File: src/rtl/root_fanin_pkg.sv
// Shared parameters for the root fan-in collector and its round-robin arbiter.
package root_fanin_pkg;
    localparam int N_CH_DEF  = 5;
    localparam int DW_DEF    = 8;
    localparam int CNT_W_DEF = 16;
    // Width of a channel index (out_src, cnt_sel, arbiter pointer); supports up to 8 channels.
    localparam int IDX_W     = 3;
endpackage

File: src/rtl/root_fanin_collector_rr_arbiter.sv
// Round-robin arbiter: the first requester at or above ptr (mod N_CH) wins.
// Purely combinational, so the grant settles in the same cycle as the request.
module rr_arbiter
    import root_fanin_pkg::*;
#(
    parameter int N_CH = N_CH_DEF
) (
    input  logic [N_CH-1:0]  req_i,
    input  logic [IDX_W-1:0] ptr_i,
    output logic [N_CH-1:0]  gnt_o,
    output logic [IDX_W-1:0] gnt_idx_o,
    output logic             gnt_vld_o
);

    always_comb begin
        gnt_o     = '0;
        gnt_idx_o = '0;
        gnt_vld_o = 1'b0;
        // Walk offsets from farthest to nearest so the nearest requester is the last one written.
        for (int k = N_CH - 1; k >= 0; k--) begin
            int idx;
            idx = int'(ptr_i) + k;
            if (idx >= N_CH) begin
                idx = idx - N_CH;
            end
            if (req_i[idx]) begin
                gnt_o      = '0;
                gnt_o[idx] = 1'b1;
                gnt_idx_o  = IDX_W'(idx);
                gnt_vld_o  = 1'b1;
            end
        end
    end

endmodule

File: src/rtl/root_fanin_collector.sv
// Merges N_CH valid/ready child channels into one output register, round-robin.
// Accept-to-out_valid latency is one cycle; a stalled output holds its word and blocks all inputs.
module root_fanin_collector
    import root_fanin_pkg::*;
#(
    parameter int N_CH  = N_CH_DEF,
    parameter int DW    = DW_DEF,
    parameter int CNT_W = CNT_W_DEF
) (
    input  logic                 clk,
    input  logic                 rst,
    input  logic [N_CH-1:0]      in_valid,
    input  logic [N_CH*DW-1:0]   in_data,
    output logic [N_CH-1:0]      in_ready,
    output logic                 out_valid,
    output logic [DW-1:0]        out_data,
    output logic [IDX_W-1:0]     out_src,
    input  logic                 out_ready,
    input  logic [IDX_W-1:0]     cnt_sel,
    output logic [CNT_W-1:0]     cnt_val
);

    logic               out_valid_q;
    logic [DW-1:0]      out_data_q;
    logic [IDX_W-1:0]   out_src_q;
    logic [IDX_W-1:0]   ptr_q;
    logic [IDX_W-1:0]   ptr_d;
    logic [CNT_W-1:0]   cnt_q [N_CH];

    logic [N_CH-1:0]    gnt;
    logic [IDX_W-1:0]   gnt_idx;
    logic               gnt_vld;
    logic               slot_free;
    logic               accept;
    logic [DW-1:0]      sel_data;

    rr_arbiter #(
        .N_CH (N_CH)
    ) u_arb (
        .req_i     (in_valid),
        .ptr_i     (ptr_q),
        .gnt_o     (gnt),
        .gnt_idx_o (gnt_idx),
        .gnt_vld_o (gnt_vld)
    );

    assign slot_free = !out_valid_q || out_ready;
    assign in_ready  = (!rst && slot_free) ? gnt : '0;
    assign accept    = !rst && slot_free && gnt_vld;
    assign ptr_d     = (gnt_idx == IDX_W'(N_CH - 1)) ? '0 : gnt_idx + IDX_W'(1);

    // Only the granted channel's data ever reaches the output register.
    always_comb begin
        sel_data = '0;
        for (int i = 0; i < N_CH; i++) begin
            if (gnt_idx == IDX_W'(i)) begin
                sel_data = in_data[i*DW +: DW];
            end
        end
    end

    always_ff @(posedge clk or posedge rst) begin
        if (rst) begin
            out_valid_q <= 1'b0;
            out_data_q  <= '0;
            out_src_q   <= '0;
            ptr_q       <= '0;
        end else if (accept) begin
            out_valid_q <= 1'b1;
            out_data_q  <= sel_data;
            out_src_q   <= gnt_idx;
            ptr_q       <= ptr_d;
        end else if (out_ready) begin
            out_valid_q <= 1'b0;
        end
    end

    always_ff @(posedge clk or posedge rst) begin
        if (rst) begin
            for (int i = 0; i < N_CH; i++) begin
                cnt_q[i] <= '0;
            end
        end else begin
            for (int i = 0; i < N_CH; i++) begin
                if (in_ready[i] && in_valid[i] && (cnt_q[i] != {CNT_W{1'b1}})) begin
                    cnt_q[i] <= cnt_q[i] + CNT_W'(1);
                end
            end
        end
    end

    always_comb begin
        cnt_val = '0;
        for (int i = 0; i < N_CH; i++) begin
            if (cnt_sel == IDX_W'(i)) begin
                cnt_val = cnt_q[i];
            end
        end
    end

    assign out_valid = out_valid_q;
    assign out_data  = out_data_q;
    assign out_src   = out_src_q;

endmodule
File: config.mk
export PLATFORM = sky130hd
export DESIGN_NAME = root_fanin_collector
export DESIGN_NICKNAME = d
export VERILOG_FILES = /design/src/rtl/root_fanin_pkg.sv /design/src/rtl/root_fanin_collector_rr_arbiter.sv /design/src/rtl/root_fanin_collector.sv
export SDC_FILE = /design/constraint.sdc
export NUM_CORES = 1
export LEC_CHECK = 0
export BUFFER_PORTS_ARGS = -buffer_cell sky130_fd_sc_hd__buf_2
export CAP_MARGIN = 10
export CORE_ASPECT_RATIO = 0.75
export CORE_UTILIZATION = 45
export DETAILED_ROUTE_END_ITERATION = 10
export PLACE_DENSITY = 0.76
export RECOVER_POWER = 100
export SLEW_MARGIN = 20
export SYNTH_ARGS = -nofsm -noshare
export SYNTH_HDL_FRONTEND = slang
export SYNTH_HIERARCHICAL = 1
export SYNTH_SLANG_ARGS = --single-unit
File: constraint.sdc
create_clock -name clk -period 6.49 [get_ports clk]
set_clock_uncertainty 0.2 [all_clocks]
set_input_delay 1.298 -clock clk [delete_from_list [all_inputs] [get_ports clk]]
set_output_delay 1.298 -clock clk [all_outputs]
set_load 0.01 [all_outputs]
* After elaboration in Yosys (flattened, before gate mapping)
Index checks and enable logic that the tools add are counted. Widths: inputs -> output; s select.
Operators by class: muxes and demuxes 59, $lt $le $gt $ge 15, reduce and logical (&&, ||, !) cells 23, $add $sub $neg 15, equal/unequal tests 13
Operator list (number):
- $ge 32x1->1 const B | 5
- $lt 32x5->1 const B | 5
- $mux 32 | 5
- $ge 32x4->1 const B | 4
- $sub 32x4->32 const B | 4
- $add 16x1->16 const B | 5
- $mux 16 | 5
- $ne 16x16->1 const B | 5
- $mux 8 | 5
- $mux 5 | 6
- $mux 1 | 22
- $mux 3 | 6
- $logic_and 1x1->1 | 17
- $bmux 1 s3 | 5
- $demux 1 s3 | 5
- $eq 3x2->1 const B | 4
- $add 3x2->4 const B | 2
- $eq 3x1->1 const B | 2
- $eq 3x3->1 const B | 2
- $logic_not 3->1 | 2
- $add 3x1->4 const B | 1
- $add 3x3->4 const B | 1
- $sub 3x3->4 const B | 1
- $add 3x1->3 const B | 1
- 4 further kinds | 5
Word-level totals: flip-flop bits (word level) 95, output and inout port bits 33, word-level logic and storage cells 134, bits of input ports 51

* Logic depth before layout (Yosys ltp)
Gate-level depths: netlist of run 1.
word-level depth 17, gate-level depth with buffers 22, gate-level depth less buffers 18

* Cells and area by module
The synthesis of run 1 kept the hierarchy.
By module, submodules not included:
- root_fanin_collector | area an instance 5439.0 um2, cells an instance 553, times used 1, seq. area each 2377.3 um2
- rr_arbiter | area an instance 1766.7 um2, cells an instance 258, times used 1, seq. area each 0.0 um2

* Worst setup path before layout of run 1
OpenSTA, ideal clock, no wires.
kind input to output, from input port rst, to output port in_ready[0], buffers on the path 1, arrival 4.406 ns, stages on the path 3, required time 4.992 ns, path slack 0.586 ns, cells stage by stage buf_4 -> clkinv_1 -> and3_1
On the way: cells in the longest elaborated chain, start to end 3
RTL lines:
- start: declaration | line root_fanin_collector.sv:11 | input logic rst,
- $logic_not 1->1 (no source line)
- $logic_and 1x1->1 | line root_fanin_collector.sv:48 | assign in_ready = (!rst && slot_free) ? gnt : '0;
- $mux 5 | line root_fanin_collector.sv:48
- end: declaration | line root_fanin_collector.sv:14 | output logic [N_CH-1:0] in_ready,
Every way passes these cells.

* Worst setup path in the final report of run 1
from register ptr_q[1], to output port in_ready[3]
On the way: cells in the longest elaborated chain, start to end 13, elaborated cells on any way between the ends 65, those cells by class add/sub: 9; order compare: 15; mux: 36; reduce/logical: 5
RTL lines:
- start: declaration | line root_fanin_collector.sv:26 | logic [IDX_W-1:0] ptr_q;
- start signal: assignment | line root_fanin_collector.sv:72 | ptr_q <= ptr_d;
- $add 3x3->4 | line root_fanin_collector_rr_arbiter.sv:22 | idx = int'(ptr_i) + k;
- $sub 32x4->32 or $ge 32x4->1 (tied branches) | line root_fanin_collector_rr_arbiter.sv:24, root_fanin_collector_rr_arbiter.sv:23
- $mux 32 | line root_fanin_collector_rr_arbiter.sv:23 | if (idx >= N_CH) begin
- $ge 32x1->1 (implied by the code) or $lt 32x5->1 (tied branches) | line root_fanin_collector_rr_arbiter.sv:28 | gnt_o[idx] = 1'b1;
- $logic_and 1x1->1 (implied by the code) | line root_fanin_collector_rr_arbiter.sv:28
- $mux 1 (implied by the code) | line root_fanin_collector_rr_arbiter.sv:28
- $demux 1 s3
- $mux 5 (4 in series) | line root_fanin_collector_rr_arbiter.sv:26 | if (req_i[idx]) begin
- $mux 5 * | line root_fanin_collector_rr_arbiter.sv:26
- named net gnt[3] | line root_fanin_collector.sv:30 | logic [N_CH-1:0] gnt;
- $mux 5 * | line root_fanin_collector.sv:48
Mark *: on every way through the listed nets, which the timed path passes. The rest lies on a longest branch. The select of a mux whose other input is x is not followed.

==> results.txt, run 1 <==
Run status = finished with violations
Failing checks = max-capacitance violations, max-slew violations
Largest net degree at the start of global routing = 57
Pin slew with the least headroom to its limit = 2.68 ns
Worst-Skew Late Latency = 0.34 ns
#FFs+latches synth = 95
Maximum clock frequency = 169 MHz
Area contributors post-synth = dfrtp_1, xnor2_1, ha_1
Post-route clock period utilization = 0.914
Peak supply drop = 0.883 mV
GP Congestion = 0.939
Initial antenna violation count = 1
Vias in the first global route = 5762
Fin. Hold Viols = 0
TritonRoute pass-1 iters = 5
Nets = 947
Die area = 16500 um2
Mapped Area = 7210 um2
Max cap viols = 2
Met3 Usage GRT = 0.0480
Most frequent cells in the layout = dfrtp_1, nand2_1, xnor2_1
Top Usage Layer GRT = met1
Final Max Slew Viols = 78
Switching pwr = 2.27 mW
Layout Cells excl Fill = 1079
Routed vias = 6482
Clk buf depth = 2
Final setup viols = 0
I/O Pins = 84
Congestion Overflow GR = 0
Final core occ = 0.507
Via density = 6.01
Post-CTS setup buffers = 0
Async set or reset register ratio after synthesis = 1.00
Tightest Hold Check Type = reg -> reg
Synth area leader = dfrtp_1
Die Y = 112 um
Starting Density = 0.467
Total power draw = 4.39 mW
Cell-internal power = 2.12 mW
Synth Warn # = 6
Setup ws final = 0.559 ns
Hold WS = 0.290 ns
IO buf count = 83
Avg Inst Size Synth = 8.88 um2
Final min period = 5.93 ns
Top FF cell, synth = dfrtp_1
Synthesis-to-finish area growth = 8.58%
Slew headroom = -0.790
Pre-CTS setup slack = 1.19 ns
Die W = 148 um
Met1 usage = 0.369
Netlist cell types = 86
Crit path max fanout = 10
PD cells = 561 nW/um2
First-pass GRT wire length = 30800 um
Share of the synthesized area in the top cell type = 0.330
RSZ-0062 raised after global routing = no
TritonCTS buffer count = 9
Post-synth EDFFs = 0
Drt wl/cell = 17.6 um
Startpoint types = register
Post-route ant nets = 0
Met2 Resource Use GR = 0.327
Layout cell share with drive strength beyond 1 = 0.110
Root Driver = clkbuf_16
Register share of total power = 0.183
Clk pwr share = 0.109
Dpl cell area = 7720 um2
Leakage power = 3.34 nW
Reg clk slew, reported paths = 0.07 ns
Sw frac = 0.517
Post-Route WL = 19000 um
GRT Util Overall = 0.238
Core Region = 15400 um2
Fillers = 1488
DRC Markers = 0
CTS resizes = 0
Register area share after synthesis = 0.330
H-Tree Depth = 3
Hold-fix buffers at CTS = 0
Cell area after layout = 7820 um2
Critical path arrival = 4.43 ns
Crit. End Element = output port
Setup TNS = 0 ns
Diode count = 0
CTS tree = yes
Setup CP Type = reg -> out
Crit path required time = 4.99 ns
Syn Inst Count = 811
Placed Cells = 1064
# rows = 39
DR iter-0 viols = 600
Syn nets = 888
Final HPWL from detailed placement = 14700 um
Sinks on Clock Net = 95
Commonest non-fill, non-tap cell in the layout = dfrtp_1
Combinational fraction of design power = 0.708
## power groups by stage
stage / sequential [mW] / combinational, mW / clock [mW]
global placement: 0.809 / 3.08 / 0
CTS: 0.801 / 3.09 / 0.491
global route: 0.818 / 3.42 / 0.517
detailed placement: 0.808 / 3.08 / 0
floorplan: 0.806 / 2.38 / 0
finish: 0.803 / 3.11 / 0.480
## final timing paths
check	start	to	slack, ns	depth (start not counted)
setup / recovery	ptr_q[1]	in_ready[3]	0.56	13
hold / removal	out_src[1]	out_src[1]	0.29	2
setup reg to reg	ptr_q[1]	cnt_q[58]	0.70	16
hold reg to reg	out_src[1]	out_src[1]	0.29	2
max in group asynchronous	rst	cnt_q[16]	2.08	3
min in group asynchronous	rst	cnt_q[51]	1.06	2
## layout make-up
| type | count | area, um2 | share of cell area |
|---|---|---|---|
| clock buffer | 10 | 229 | 0.0293 |
| clock inverter | 5 | 35.0 | 0.00448 |
| inverter | 32 | 123 | 0.0157 |
| multi-input combinational | 646 | 4410 | 0.564 |
| sequential | 95 | 2380 | 0.304 |
| tap | 205 | 256 | 0.0328 |
| timing repair buffer | 86 | 393 | 0.0502 |
## synthesized netlist by cell type, types with 25 or more instances
cell	n
a21oi_1	45
a22oi_1	27
and3_1	28
dfrtp_1	95
ha_1	25
inv_1	31
nand2_1	67
nand3_1	45
nand4_1	27
nor2_1	50
o21ai_0	28
xnor2_1	57
## layer usage
metal / wire (um) / share of wire
met1: 9220 / 0.49
met2: 7700 / 0.41
met3: 1580 / 0.083
met4: 473 / 0.025
met5: 13 / 0.00068
## worst max-delay path: stages (launching register included)
cell      delay [ns]
dfrtp_1         0.51
inv_1           0.25
ha_1            0.26
inv_1           0.08
ha_1            0.21
a21oi_1         0.38
mux2i_1         0.62
mux2i_1         0.25
nand3_1         0.23
a21o_1          0.30
or4_1           0.48
o211ai_1        0.17
and3_1          0.20
clkbuf_1        0.15
## registers in the layout (all words and copies together) (netlist names)
name and cells:
cnt_q 80, out_data 8, out_src 3, ptr_q 3, out_valid 1
## logic make-up after synthesis
kind of cell,count (synthesis),share of synthesized area
AOI/OAI and AO/OA,181,0.174
xor gates and xnor gates,77,0.0936
adders and majority gates,26,0.0462
buffers and inverters,70,0.0425
DFF,95,0.330
muxes,39,0.0686
and+or+nand+nor,323,0.245
(Power assumes the default switching activity.)
==> run 2, diff against run 1 <==
Settings changed: CORE_UTILIZATION 45 to 27, PLACE_DENSITY 0.76 to 0.55.
==> run 2 against run 1 <==
Net effect: the flow still finishes with violations (max-capacitance violations, max-slew violations); core utilization shrank 20 points; die area grew 65%; register-to-register slack lost 0.02 ns; combinational power is essentially flat; routed wire length grew 5.9%; non-clock buffer count grew 1; total power grew 1.9%; global-route usage shrank 8.5 points; worst setup slack lost 0.078 ns; maximum frequency shrank 1.3%; highest routed layer is now met4.
==> results.txt, run 2 (same netlist as run 1, synthesis figures left out) <==
Final min period = 6.01 ns (+0.0781 ns)
Largest reg by FF count = cnt_q
Hold Path Depth = 1 (-1)
Slew headroom = -0.182 (+0.608)
IO buf count = 83 (unchanged)
Hold WS = 0.293 ns (+0.00273 ns)
Max reg flops = 80 (unchanged)
Hold-fix buffers at CTS = 0 (unchanged)
Pin slew with the least headroom to its limit = 1.76 ns (-0.922 ns)
Setup TNS = 0 ns (unchanged)
Worst-Skew Late Latency = 0.36 ns (+0.02 ns)
H-Tree Depth = 3 (unchanged)
Startpoint types = register
Most frequent cells in the layout = dfrtp_1, nand2_1, xnor2_1
Final setup viols = 0 (unchanged)
PD cells = 557 nW/um2 (-0.71%)
Tightest Hold Check Type = reg -> reg
Commonest non-fill, non-tap cell in the layout = dfrtp_1
DRC Markers = 0 (unchanged)
Worst path cell trace = inv_1, ha_1, inv_1, ha_1, a21oi_1, mux2i_1, mux2i_1, nand3_1, a21o_1, or4_1, o211ai_1, and3_1, clkbuf_1
CTS resizes = 0 (unchanged)
Fin. Hold Viols = 0 (unchanged)
Hold endpoint = cnt_q[29]
RSZ-0062 raised after global routing = no
GRT Util Overall = 0.153 (-0.0850)
Sw frac = 0.522 (+0.00567)
Initial antenna violation count = 0 (-1)
Post-Route WL = 20100 um (+5.9%)
Root Driver = clkbuf_16
CTS tree = yes
Setup CP Type = reg -> out
Combinational fraction of design power = 0.695 (-0.013)
Cell area after layout = 8030 um2 (+2.7%)
Post-route ant nets = 0 (unchanged)
Leakage power = 3.37 nW (+0.77%)
Layout cell share with drive strength beyond 1 = 0.110 (-0.000251)
FF/Latch Area = 2380 um2 (unchanged)
Die area = 27400 um2 (+65%)
Multi-input logic area = 4410 um2 (-0.11%)
First-pass GRT wire length = 32700 um (+6.0%)
Final Max Slew Viols = 135 (+73%)
Routed vias = 6360 (-1.9%)
Dpl cell area = 7900 um2 (+2.4%)
Critical path's slowest cell = mux2i_1
DR iter-0 viols = 621 (+3.5%)
Die Y = 143 um (+29%)
TritonRoute pass-1 iters = 5 (unchanged)
I/O Pins = 84 (unchanged)
Fillers = 2766 (+86%)
Peak supply drop = 0.745 mV (-16%)
Hold_sp = cnt_q[29]
Synthesis-to-finish area growth = 11.5%
Congestion Overflow GR = 0 (unchanged)
Switching pwr = 2.34 mW (+3.0%)
Run status = finished with violations
Register share of total power = 0.183 (about the same)
Nets = 948 (+0.11%)
Starting Density = 0.276 (-0.191)
# rows = 51 (+31%)
Post-CTS setup buffers = 0 (unchanged)
GP Congestion = 0.899 (-4.2%)
Failing checks = max-capacitance violations, max-slew violations
Clk buf depth = 2 (unchanged)
Crit path required time = 4.99 ns (about the same)
Via density = 5.21 (-13%)
Max stage delay on crit path = 0.54 ns (-0.08 ns)
Largest net degree at the start of global routing = 65 (+14%)
Clk pwr share = 0.121 (+0.012)
Final HPWL from detailed placement = 15600 um (+5.9%)
Core Region = 26100 um2 (+69%)
Worst reg2reg startpoint = ptr_q[0]
Worst reg-to-reg path cell count = 16 (unchanged)
Crit path max fanout = 12 (+2)
Sinks on Clock Net = 95 (unchanged)
Maximum clock frequency = 166 MHz (-1.3%)
Critical path arrival = 4.51 ns (+0.08 ns)
TritonCTS buffer count = 9 (unchanged)
Drt wl/cell = 16.5 um (-6.3%)
R2r setup slk = 0.68 ns (-0.02 ns)
Post-route clock period utilization = 0.926 (+0.0120)
Max cap viols = 3 (+1)
Vias in the first global route = 5926 (+2.8%)
Reg clk slew, reported paths = 0.07 ns (about the same)
Diode count = 0 (unchanged)
Crit. End Element = output port
Crit Reg-Reg Endpoint = cnt_q[29]
Cell-internal power = 2.14 mW (+0.73%)
Die W = 191 um (+29%)
## run 2: power by group through the flow
stage | Clock [mW] | Combinational [mW] | Sequential [mW]
3_3_place_gp | 0 | 3.12 | 0.828
6_report | 0.542 | 3.11 | 0.820
3_5_place_dp | 0 | 3.10 | 0.827
5_1_grt | 0.589 | 3.45 | 0.840
2_1_floorplan | 0 | 2.38 | 0.806
4_1_cts | 0.565 | 3.12 | 0.819
## run 2: worst max-delay path by stage
stage	startpoint	endpoint	slack (ns)	cells past startpoint
floorplan	rst	in_ready[0]	0.59	3
global placement	ptr_q[1]	out_data[0]	0.96	16
detailed placement	ptr_q[1]	out_data[0]	1.01	16
CTS	ptr_q[0]	in_ready[3]	0.75	13
global route	ptr_q[1]	out_data[0]	0.20	16
finish	ptr_q[0]	in_ready[3]	0.48	13
## run 2: area by class of cell
cell class / instances / share of cell area
clock inverter: 6 / 0.00748
tap: 344 / 0.0536
timing repair buffer: 87 / 0.0495
clock buffer: 10 / 0.0298
sequential: 95 / 0.296
inverter: 32 / 0.0151
multi-input combinational: 646 / 0.549
## run 2: critical path: cells and delay by family (launching register included)
family	cells	cell delay (ns)
compound gates	3	0.83
fa+ha+maj	2	0.50
mux	2	0.78
buf+inv	3	0.61
flops	1	0.52
simple gates	3	0.92
## run 2: metal layers
metal / wire, um / GRT usage / vias up
li1: - / - / 3098
met1: 10500 / 0.233 / 3010
met2: 8090 / 0.213 / 237
met3: 1260 / 0.0310 / 15
met4: 223 / 0.0413 / 0
met5: 0 / 0 / -
## run 2: metrics by stage
stage	power [mW]	utilization	cells	setup slack (ns)
3_5_place_dp	3.93	0.303	1204	1.01
5_1_grt	4.87	0.308	1220	0.197
2_1_floorplan	3.19	-	811	0.586
6_report	4.47	0.308	1220	0.481
3_3_place_gp	3.95	0.303	1204	0.955
4_1_cts	4.50	0.314	1220	0.753
